<file path="src/rtl/regbank_pkg.sv">
// rtl/regbank_pkg.sv - shared state type, default parameters and index helper for the bank write arbiter
package regbank_pkg;

   typedef enum logic {
      ST_IDLE   = 1'b0,
      ST_LOCKED = 1'b1
   } state_e;

   localparam int DEF_N        = 32;
   localparam int DEF_W        = 32;
   localparam int DEF_R        = 4;
   localparam int DEF_LOCK_MAX = 16;

   // Next requester index after i, wrapping at r.
   function automatic int wrap_inc(input int i, input int r);
      return (i + 1 >= r) ? 0 : i + 1;
   endfunction

endpackage

</file>
<file path="src/rtl/rr_pick.sv">
// rtl/rr_pick.sv - rotating-priority search: first requester at or after ptr_i, ascending with wrap
module rr_pick #(
   parameter int  R  = 4,
   localparam int IW = $clog2(R)
) (
   input  logic [R-1:0]  req_i,
   input  logic [IW-1:0] ptr_i,
   output logic [R-1:0]  gnt_o,
   output logic [IW-1:0] idx_o
);

   always_comb begin
      int            j;
      logic [IW-1:0] jj;
      logic          found;
      gnt_o = '0;
      idx_o = '0;
      found = 1'b0;
      j     = 0;
      jj    = '0;
      for (int k = 0; k < R; k++) begin
         j = int'(ptr_i) + k;
         if (j >= R) begin
            j = j - R;
         end
         jj = IW'(j);
         if (!found && req_i[jj]) begin
            found     = 1'b1;
            gnt_o[jj] = 1'b1;
            idx_o     = jj;
         end
      end
   end

endmodule

</file>
<file path="src/rtl/regbank_wr_arbiter.sv">
// rtl/regbank_wr_arbiter.sv - round-robin write arbiter with ownership lock feeding the register bank
module regbank_wr_arbiter
   import regbank_pkg::*;
#(
   parameter int  N        = DEF_N,
   parameter int  W        = DEF_W,
   parameter int  R        = DEF_R,
   parameter int  LOCK_MAX = DEF_LOCK_MAX,
   localparam int AW       = $clog2(N)
) (
   input  logic            clk,
   input  logic            rst_n,
   input  logic [R-1:0]    req,
   input  logic [R-1:0]    req_lock,
   input  logic [R*AW-1:0] req_addr,
   input  logic [R*W-1:0]  req_data,
   output logic [R-1:0]    gnt,
   output logic [AW-1:0]   reg_wr_cod,
   output logic            wr_en,
   output logic [W-1:0]    wr_data,
   output logic            lock_abort
);

   localparam int          IW    = $clog2(R);
   localparam int          CW    = $clog2(LOCK_MAX + 1);
   localparam logic [AW:0] N_LIM = N[AW:0];

   state_e        state_q, state_d;
   logic [IW-1:0] owner_q, owner_d;
   logic [IW-1:0] rr_ptr_q, rr_ptr_d;
   logic [CW-1:0] idle_cnt_q, idle_cnt_d;
   logic          wr_en_q, wr_en_d;
   logic [AW-1:0] wr_cod_q, wr_cod_d;
   logic [W-1:0]  wr_data_q, wr_data_d;
   logic          abort_q, abort_d;

   logic [R-1:0]  pick_gnt;
   logic [IW-1:0] pick_idx;
   logic [R-1:0]  gnt_c;
   logic [IW-1:0] xfer_idx;
   logic          xfer;
   logic          xfer_lock;
   logic [AW-1:0] xfer_addr;
   logic [W-1:0]  xfer_data;
   logic          addr_ok;

   logic [AW-1:0] addr_a [R];
   logic [W-1:0]  data_a [R];

   for (genvar g = 0; g < R; g++) begin : g_unpack
      assign addr_a[g] = req_addr[g*AW +: AW];
      assign data_a[g] = req_data[g*W +: W];
   end

   rr_pick #(
      .R (R)
   ) u_rr_pick (
      .req_i (req),
      .ptr_i (rr_ptr_q),
      .gnt_o (pick_gnt),
      .idx_o (pick_idx)
   );

   // Grant is a pure function of req and arbiter state; lock and payload never feed it.
   always_comb begin
      gnt_c    = '0;
      xfer_idx = pick_idx;
      if (state_q == ST_LOCKED) begin
         xfer_idx       = owner_q;
         gnt_c[owner_q] = req[owner_q];
      end else begin
         gnt_c = pick_gnt;
      end
      if (!rst_n) begin
         gnt_c = '0;
      end
   end

   assign xfer      = |(req & gnt_c);
   assign xfer_lock = req_lock[xfer_idx];
   assign xfer_addr = addr_a[xfer_idx];
   assign xfer_data = data_a[xfer_idx];
   assign addr_ok   = ({1'b0, xfer_addr} < N_LIM);

   always_comb begin
      state_d    = state_q;
      owner_d    = owner_q;
      rr_ptr_d   = rr_ptr_q;
      idle_cnt_d = idle_cnt_q;
      wr_en_d    = 1'b0;
      wr_cod_d   = wr_cod_q;
      wr_data_d  = wr_data_q;
      abort_d    = 1'b0;
      if (xfer) begin
         rr_ptr_d   = IW'(wrap_inc(int'(xfer_idx), R));
         idle_cnt_d = '0;
         if (xfer_lock) begin
            state_d = ST_LOCKED;
            owner_d = xfer_idx;
         end else begin
            state_d = ST_IDLE;
         end
         // Out-of-range addresses are acked but never reach the bank.
         if (addr_ok) begin
            wr_en_d   = 1'b1;
            wr_cod_d  = xfer_addr;
            wr_data_d = xfer_data;
         end
      end else if (state_q == ST_LOCKED) begin
         if (idle_cnt_q == CW'(LOCK_MAX - 1)) begin
            state_d    = ST_IDLE;
            idle_cnt_d = '0;
            abort_d    = 1'b1;
            rr_ptr_d   = IW'(wrap_inc(int'(owner_q), R));
         end else begin
            idle_cnt_d = idle_cnt_q + 1'b1;
         end
      end
   end

   always_ff @(posedge clk or negedge rst_n) begin
      if (!rst_n) begin
         state_q    <= ST_IDLE;
         owner_q    <= '0;
         rr_ptr_q   <= '0;
         idle_cnt_q <= '0;
         wr_en_q    <= 1'b0;
         wr_cod_q   <= '0;
         wr_data_q  <= '0;
         abort_q    <= 1'b0;
      end else begin
         state_q    <= state_d;
         owner_q    <= owner_d;
         rr_ptr_q   <= rr_ptr_d;
         idle_cnt_q <= idle_cnt_d;
         wr_en_q    <= wr_en_d;
         wr_cod_q   <= wr_cod_d;
         wr_data_q  <= wr_data_d;
         abort_q    <= abort_d;
      end
   end

   assign gnt        = gnt_c;
   assign reg_wr_cod = wr_cod_q;
   assign wr_en      = wr_en_q;
   assign wr_data    = wr_data_q;
   assign lock_abort = abort_q;

endmodule
</file>
<file path="config.mk">
export PLATFORM = sky130hd
export DESIGN_NAME = regbank_wr_arbiter
export DESIGN_NICKNAME = d
export VERILOG_FILES = /design/src/rtl/regbank_pkg.sv /design/src/rtl/rr_pick.sv /design/src/rtl/regbank_wr_arbiter.sv
export SDC_FILE = /design/constraint.sdc
export NUM_CORES = 1
export LEC_CHECK = 0
export CAP_MARGIN = 20
export CORE_MARGIN = 1.5
export CORE_UTILIZATION = 40
export DETAILED_ROUTE_END_ITERATION = 10
export GPL_TIMING_DRIVEN = 0
export PLACE_DENSITY = 0.82
export SLEW_MARGIN = 10
export SYNTH_ARGS = -nofsm -noshare
export SYNTH_HDL_FRONTEND = slang
export SYNTH_HIERARCHICAL = 1
export SYNTH_SLANG_ARGS = --single-unit
</file>
<file path="constraint.sdc">
create_clock -name clk -period 3.9 [get_ports clk]
set_input_delay 0.585 -clock clk [delete_from_list [all_inputs] [get_ports clk]]
set_output_delay 0.585 -clock clk [all_outputs]
set_load 0.05 [all_outputs]
</file>
# After elaboration in Yosys (flattened, before gate mapping)
# Cells that the tools add are included.
# totals
in_bits,158
word_cells,121
regBits,49
# classes
reduce_logical,16
n_eq_ne,1
n_addsub,10
mux,62
bitwise_logic,6
order_cmp,18
# ops
operator,n
binary-select mux 32 bit (select 2 bit),1
two-way mux 32 bit,2
two-way mux 2 bit,14
two-way mux 5 bit,5
two-way mux 4 bit,6
two-way mux 1 bit,22
greater-or-equal comparator 3 bit (second input constant),6
< comparator 2 x 3 -> 1 bit (second input constant),6
binary-select mux 1 bit (select 2 bit),6
OR 4 bit,3
binary-select mux 5 bit (select 2 bit),1
demux 1 bit (select 2 bit),5
greater-or-equal comparator 2 x 1 -> 1 bit (second input constant),5
adder 2 x 1 -> 3 bit (second input constant),3
AND 4 bit,2
logical AND 1 bit,8
subtractor 2 x 1 -> 2 bit (second input constant),4
adder 2 x 2 -> 3 bit (second input constant),2
adder 5 x 1 -> 5 bit (second input constant),1
== test 5 x 4 -> 1 bit (second input constant),1
AND reduction 2 bit,2
nonzero test 2 bit,2
OR reduction 4 bit,1
greater-or-equal comparator 2 x 3 -> 1 bit (second input constant),1
other kinds (2),4

# Depth between registers and ports, before layout
# depth
ltp_word,20
depth_mapped,14
depth_no_buf,11

# Modules after synthesis
# The synthesis kept the hierarchy.
# by_module_without_submodules
mod,cells_per_inst,area_each_um2,n_inst
regbank_wr_arbiter,206,3281.9,1
rr_pick,65,489.2,1

# Least setup slack after synthesis
# Ideal clock, no wire load.
# synth_timing
kind,reg2out
from,register rr_ptr_q[0]
to,output gnt[0]
path_slack_ns,0.059
t_arrival_ns,3.256
stages_incl_launch_ff,11
cell_sequence,dfrtp_1 buf_6 buf_2 inv_1 ha_1 mux4_2 or2_4 nor2b_4 a221o_2 nand2_1 a21boi_0
# synth_via
elab_chain_cells,16
elab_cells_between_ends,61
cone_classes,add/sub (7); order compare (12); mux (29); bitwise (3); reduce/logical (10)
# synth_rtl
item,line_no,rtl
"start, declared",regbank_wr_arbiter.sv:30,"logic [IW-1:0] rr_ptr_q, rr_ptr_d;"
"start signal, assigned",regbank_wr_arbiter.sv:134,rr_ptr_q <= rr_ptr_d;
"parallel branches: the longest is 13 deep, another holds adder 2 x 1 -> 3 bit",--,
two-way mux 4 bit (*),rr_pick.sv:27,if (!found && req_i[jj]) begin
via pick_gnt[0],regbank_wr_arbiter.sv:37,logic [R-1:0] pick_gnt;
two-way mux 4 bit (*),regbank_wr_arbiter.sv:68,if (state_q == ST_LOCKED) begin
two-way mux 4 bit (*),regbank_wr_arbiter.sv:74,if (!rst_n) begin
"end, declared",regbank_wr_arbiter.sv:17,"output logic [R-1:0] gnt,"
# Mark *: on every way through the listed nets, which the timed path passes. The select of a mux whose other input is x is not followed.

# Worst setup path after layout
# layout_timing
from,register rr_ptr_q[0]
to,output gnt[1]
# Same word-level chain as after synthesis.

==> metrics <==
status finished clean; ys flop type dfrtp_1; Compound-Gate Fraction of Synth Area 0.0820; Pre-antenna DRT Iters 4; Final Util 0.659; Placed Cells approximately 580; sequential-to-total area share from yosys stat 0.325; H-tree Lvls 2; final-report hold violation count 0; detailed router's first-iteration violation count approximately 90; maximum clock frequency approximately 270 MHz; yosys warns 6; die height 100 µm; Worst Path Arrival 3.14 ns; first-pass GRT wire length 17,000 µm; mux cell area share after synthesis 0.431; Power Density 894 mW/mm²; sequence of cells on the critical path buf_6 > buf_2 > inv_1 > ha_2 > mux4_2 > or2_4 > nor2b_4 > a221o_2 > nand2_1 > a21boi_0 > buf_2; post-route insts no fill 593; final period utilization 0.955; Seq pwr share 0.171; gr ovfl total 0; Setup WS post-layout 0.174 ns; dpl ws -0.609 ns; # setup viols final 0; Top Ports 201; Worst-Skew Late Latency 0.29 ns; # clock sinks 49; maximum VDD drop 0.441 mV; R2R setup slack 0.19 ns; CTS tree yes; IO Port Bufs 200; kind of critical path flip-flop to output port; largest net degree at the start of global routing 34; post-synth net total 439; GRT Total Usage 0.219; Post-Synth Simple-Gate Area 0.0710; clk slew on worst S/H paths about 0.090 ns; gpl congestion 0.821; worst-path fanout max 10; cell row count 35; Gate power share 0.769; vias in the first global route between 3,000 and 4,000; Crit path top cell by count buf_2; adder-cell share of the synthesized area 0.0332; Final Net Count 649; Pins Over Slew Limit 0; share of layout cells above drive strength 1 0.274; Top Family by Delay on Critical Path buffers and inverters; Syn Inst Count 271; main combinational cell family by area after synthesis multiplexers; Die X 100 µm; required time of the critical path 3.31 ns; number of flops mapped to enable cells by yosys 0; Fin Setup TNS 0 ns; initial antenna violation count 0; clk_skew 0.0105 ns; DP HPWL 9320 µm; Cell Area, Synth 0.00377 mm²; final wirelength 11,300 µm; CP max stage delay 0.45 ns; Clock Path Buffers 2; WL/cell 19.0 µm; RSZ-0062 raised after global routing false; Worst Max-Slew Pin Slew 0.630 ns; relative slew slack 0.576; Worst path slowest cell dfrtp_1; synth unique cells 50; vias per cell approximately 5.4; Syn Area/Cell 13.9 µm²; P&R area growth vs syn 60.6%; Worst Hold Class primary input to async pin; Root Driver clkbuf_8; vias 3,220; initial core utilization 0.410; Psw between 2 and 2.5 mW; # DRC 0; P_int about 3 mW; Routed Antenna Nets 0; WP buf/inv 4; Clock Power Share 0.060; Sw Ratio 0.447; xor and xnor area share after synthesis 0.00464; fin crit period between 3 and 4 ns; Core ar. 0.00920 mm²; Post-synth ARST share 1.00; Crit. End Element output port; max-cap violations 0; total CTS buffers 5; # diodes 0; DIE AREA 0.0100 mm²; Static Leak 2.50 nW; Yosys reg bits 49; crit start category flip-flop
[what timing repair did]
item,4_1_cts,5_1_grt
pin swaps,0,0
buffers inserted,0,2
setup endpoints to repair,42,38
hold endpoints to repair,0,0
resized for setup,21,11
hold buffers,0,0
[stage by stage]
step                      hold WS (ns)  instance area, µm²  total power, mW
after detailed placement         0.491                5930             5.06
after CTS                        0.282                6060             5.43
after global placement           0.490                5910             4.98
after floorplan                  0.289                3770             3.97
final                            0.265                6060             5.42
after global routing             0.299                6060             5.71
[worst paths after layout]
kind | start | endpoint | depth (start not counted)
min in group clk | wr_data[1] | wr_data[1] | 1
max reg2reg | rr_ptr_q[0] | wr_data[22] | 12
max in group asynchronous | rst_n | wr_data[4] | 2
min reg2reg | wr_data[1] | wr_data[1] | 1
min | rst_n | wr_data[25] | 1
max | rr_ptr_q[0] | gnt[1] | 11
[worst register-to-register path, cell delays in order (launching register included)]
cell      delay, ns
dfrtp_1        0.45
buf_6          0.16
buf_2          0.20
inv_1          0.11
ha_2           0.40
mux4_2         0.38
or2_4          0.30
a21oi_1        0.14
a31oi_1        0.09
mux2i_4        0.38
clkbuf_2       0.36
mux4_2         0.37
mux2_4         0.27
[area by class of cell]
type	instances	area [µm²]
Fill cell	712	3140
Multi-Input combinational cell	194	2370
Timing Repair Buffer	203	2010
Sequential cell	49	1230
Buffer	21	171
Tap cell	111	139
Clock buffer	7	96.3
Inverter	7	31.3
Clock inverter	1	5.00
[cell usage after synthesis (2+ instances only)]
cell,n,area (µm²)
o21ai_0,11,55.1
dfrtp_1,49,1230
a21boi_0,4,30.0
mux2i_1,8,80.1
buf_6,2,22.5
buf_12,3,60.1
nor3b_1,2,15.0
mux4_2,41,923
nand2_1,16,60.1
a22oi_1,3,22.5
and3_1,2,12.5
a31oi_1,2,12.5
nand2b_1,3,18.8
inv_1,6,22.5
nand3_1,4,20.0
clkbuf_1,3,11.3
buf_2,6,30.0
a21oi_1,3,15.0
nor3_1,3,15.0
buf_4,4,30.0
ha_1,10,125
clkbuf_2,3,15.0
mux2_4,32,480
a22o_1,3,26.3
a221o_2,4,45.0
o31ai_1,2,15.0
mux2_2,9,101
nor2_1,10,37.5
and3b_1,2,17.5
[power by group through the flow]
stage | registers, mW | clock network [mW] | logic [mW]
after CTS | 0.926 | 0.334 | 4.18
after global routing | 0.960 | 0.354 | 4.39
after floorplan | 1.61 | 0 | 2.36
after global placement | 0.914 | 0 | 4.07
final | 0.926 | 0.326 | 4.16
after detailed placement | 0.927 | 0 | 4.14
[registers in the layout, indices dropped and copies added (netlist names)]
signal and flops:
owner_q 2, lock_abort 1, wr_en 1, idle_cnt_q 5
state_q 1, rr_ptr_q 2, reg_wr_cod 5, wr_data 32
[logic make-up after synthesis]
| kind of cell | count (synthesis) |
|---|---|
| DFF | 49 |
| buffers and inverters | 28 |
| AOI/OAI and AO/OA | 41 |
| xor gates and xnor gates | 2 |
| muxes | 92 |
| and+or+nand+nor | 49 |
| adders and majority gates | 10 |
[cell usage in the layout (no fill, tap or decap), types with 9 or more instances in the layout]
master,instances
buf_2,10
nor2_1,10
mux2_2,9
ha_1,9
o21ai_0,11
clkdlybuf4s50_1,195
nand2_1,16
mux2_4,32
mux4_2,41
dfrtp_1,49
[routing by layer]
metal	global-route usage	part of all wire
met1	0.268	0.39
met2	0.402	0.54
met3	0.0467	0.061
met4	0.0358	0.0089
met5	0	0
Note: power is estimated with default switching activity, not from simulation.
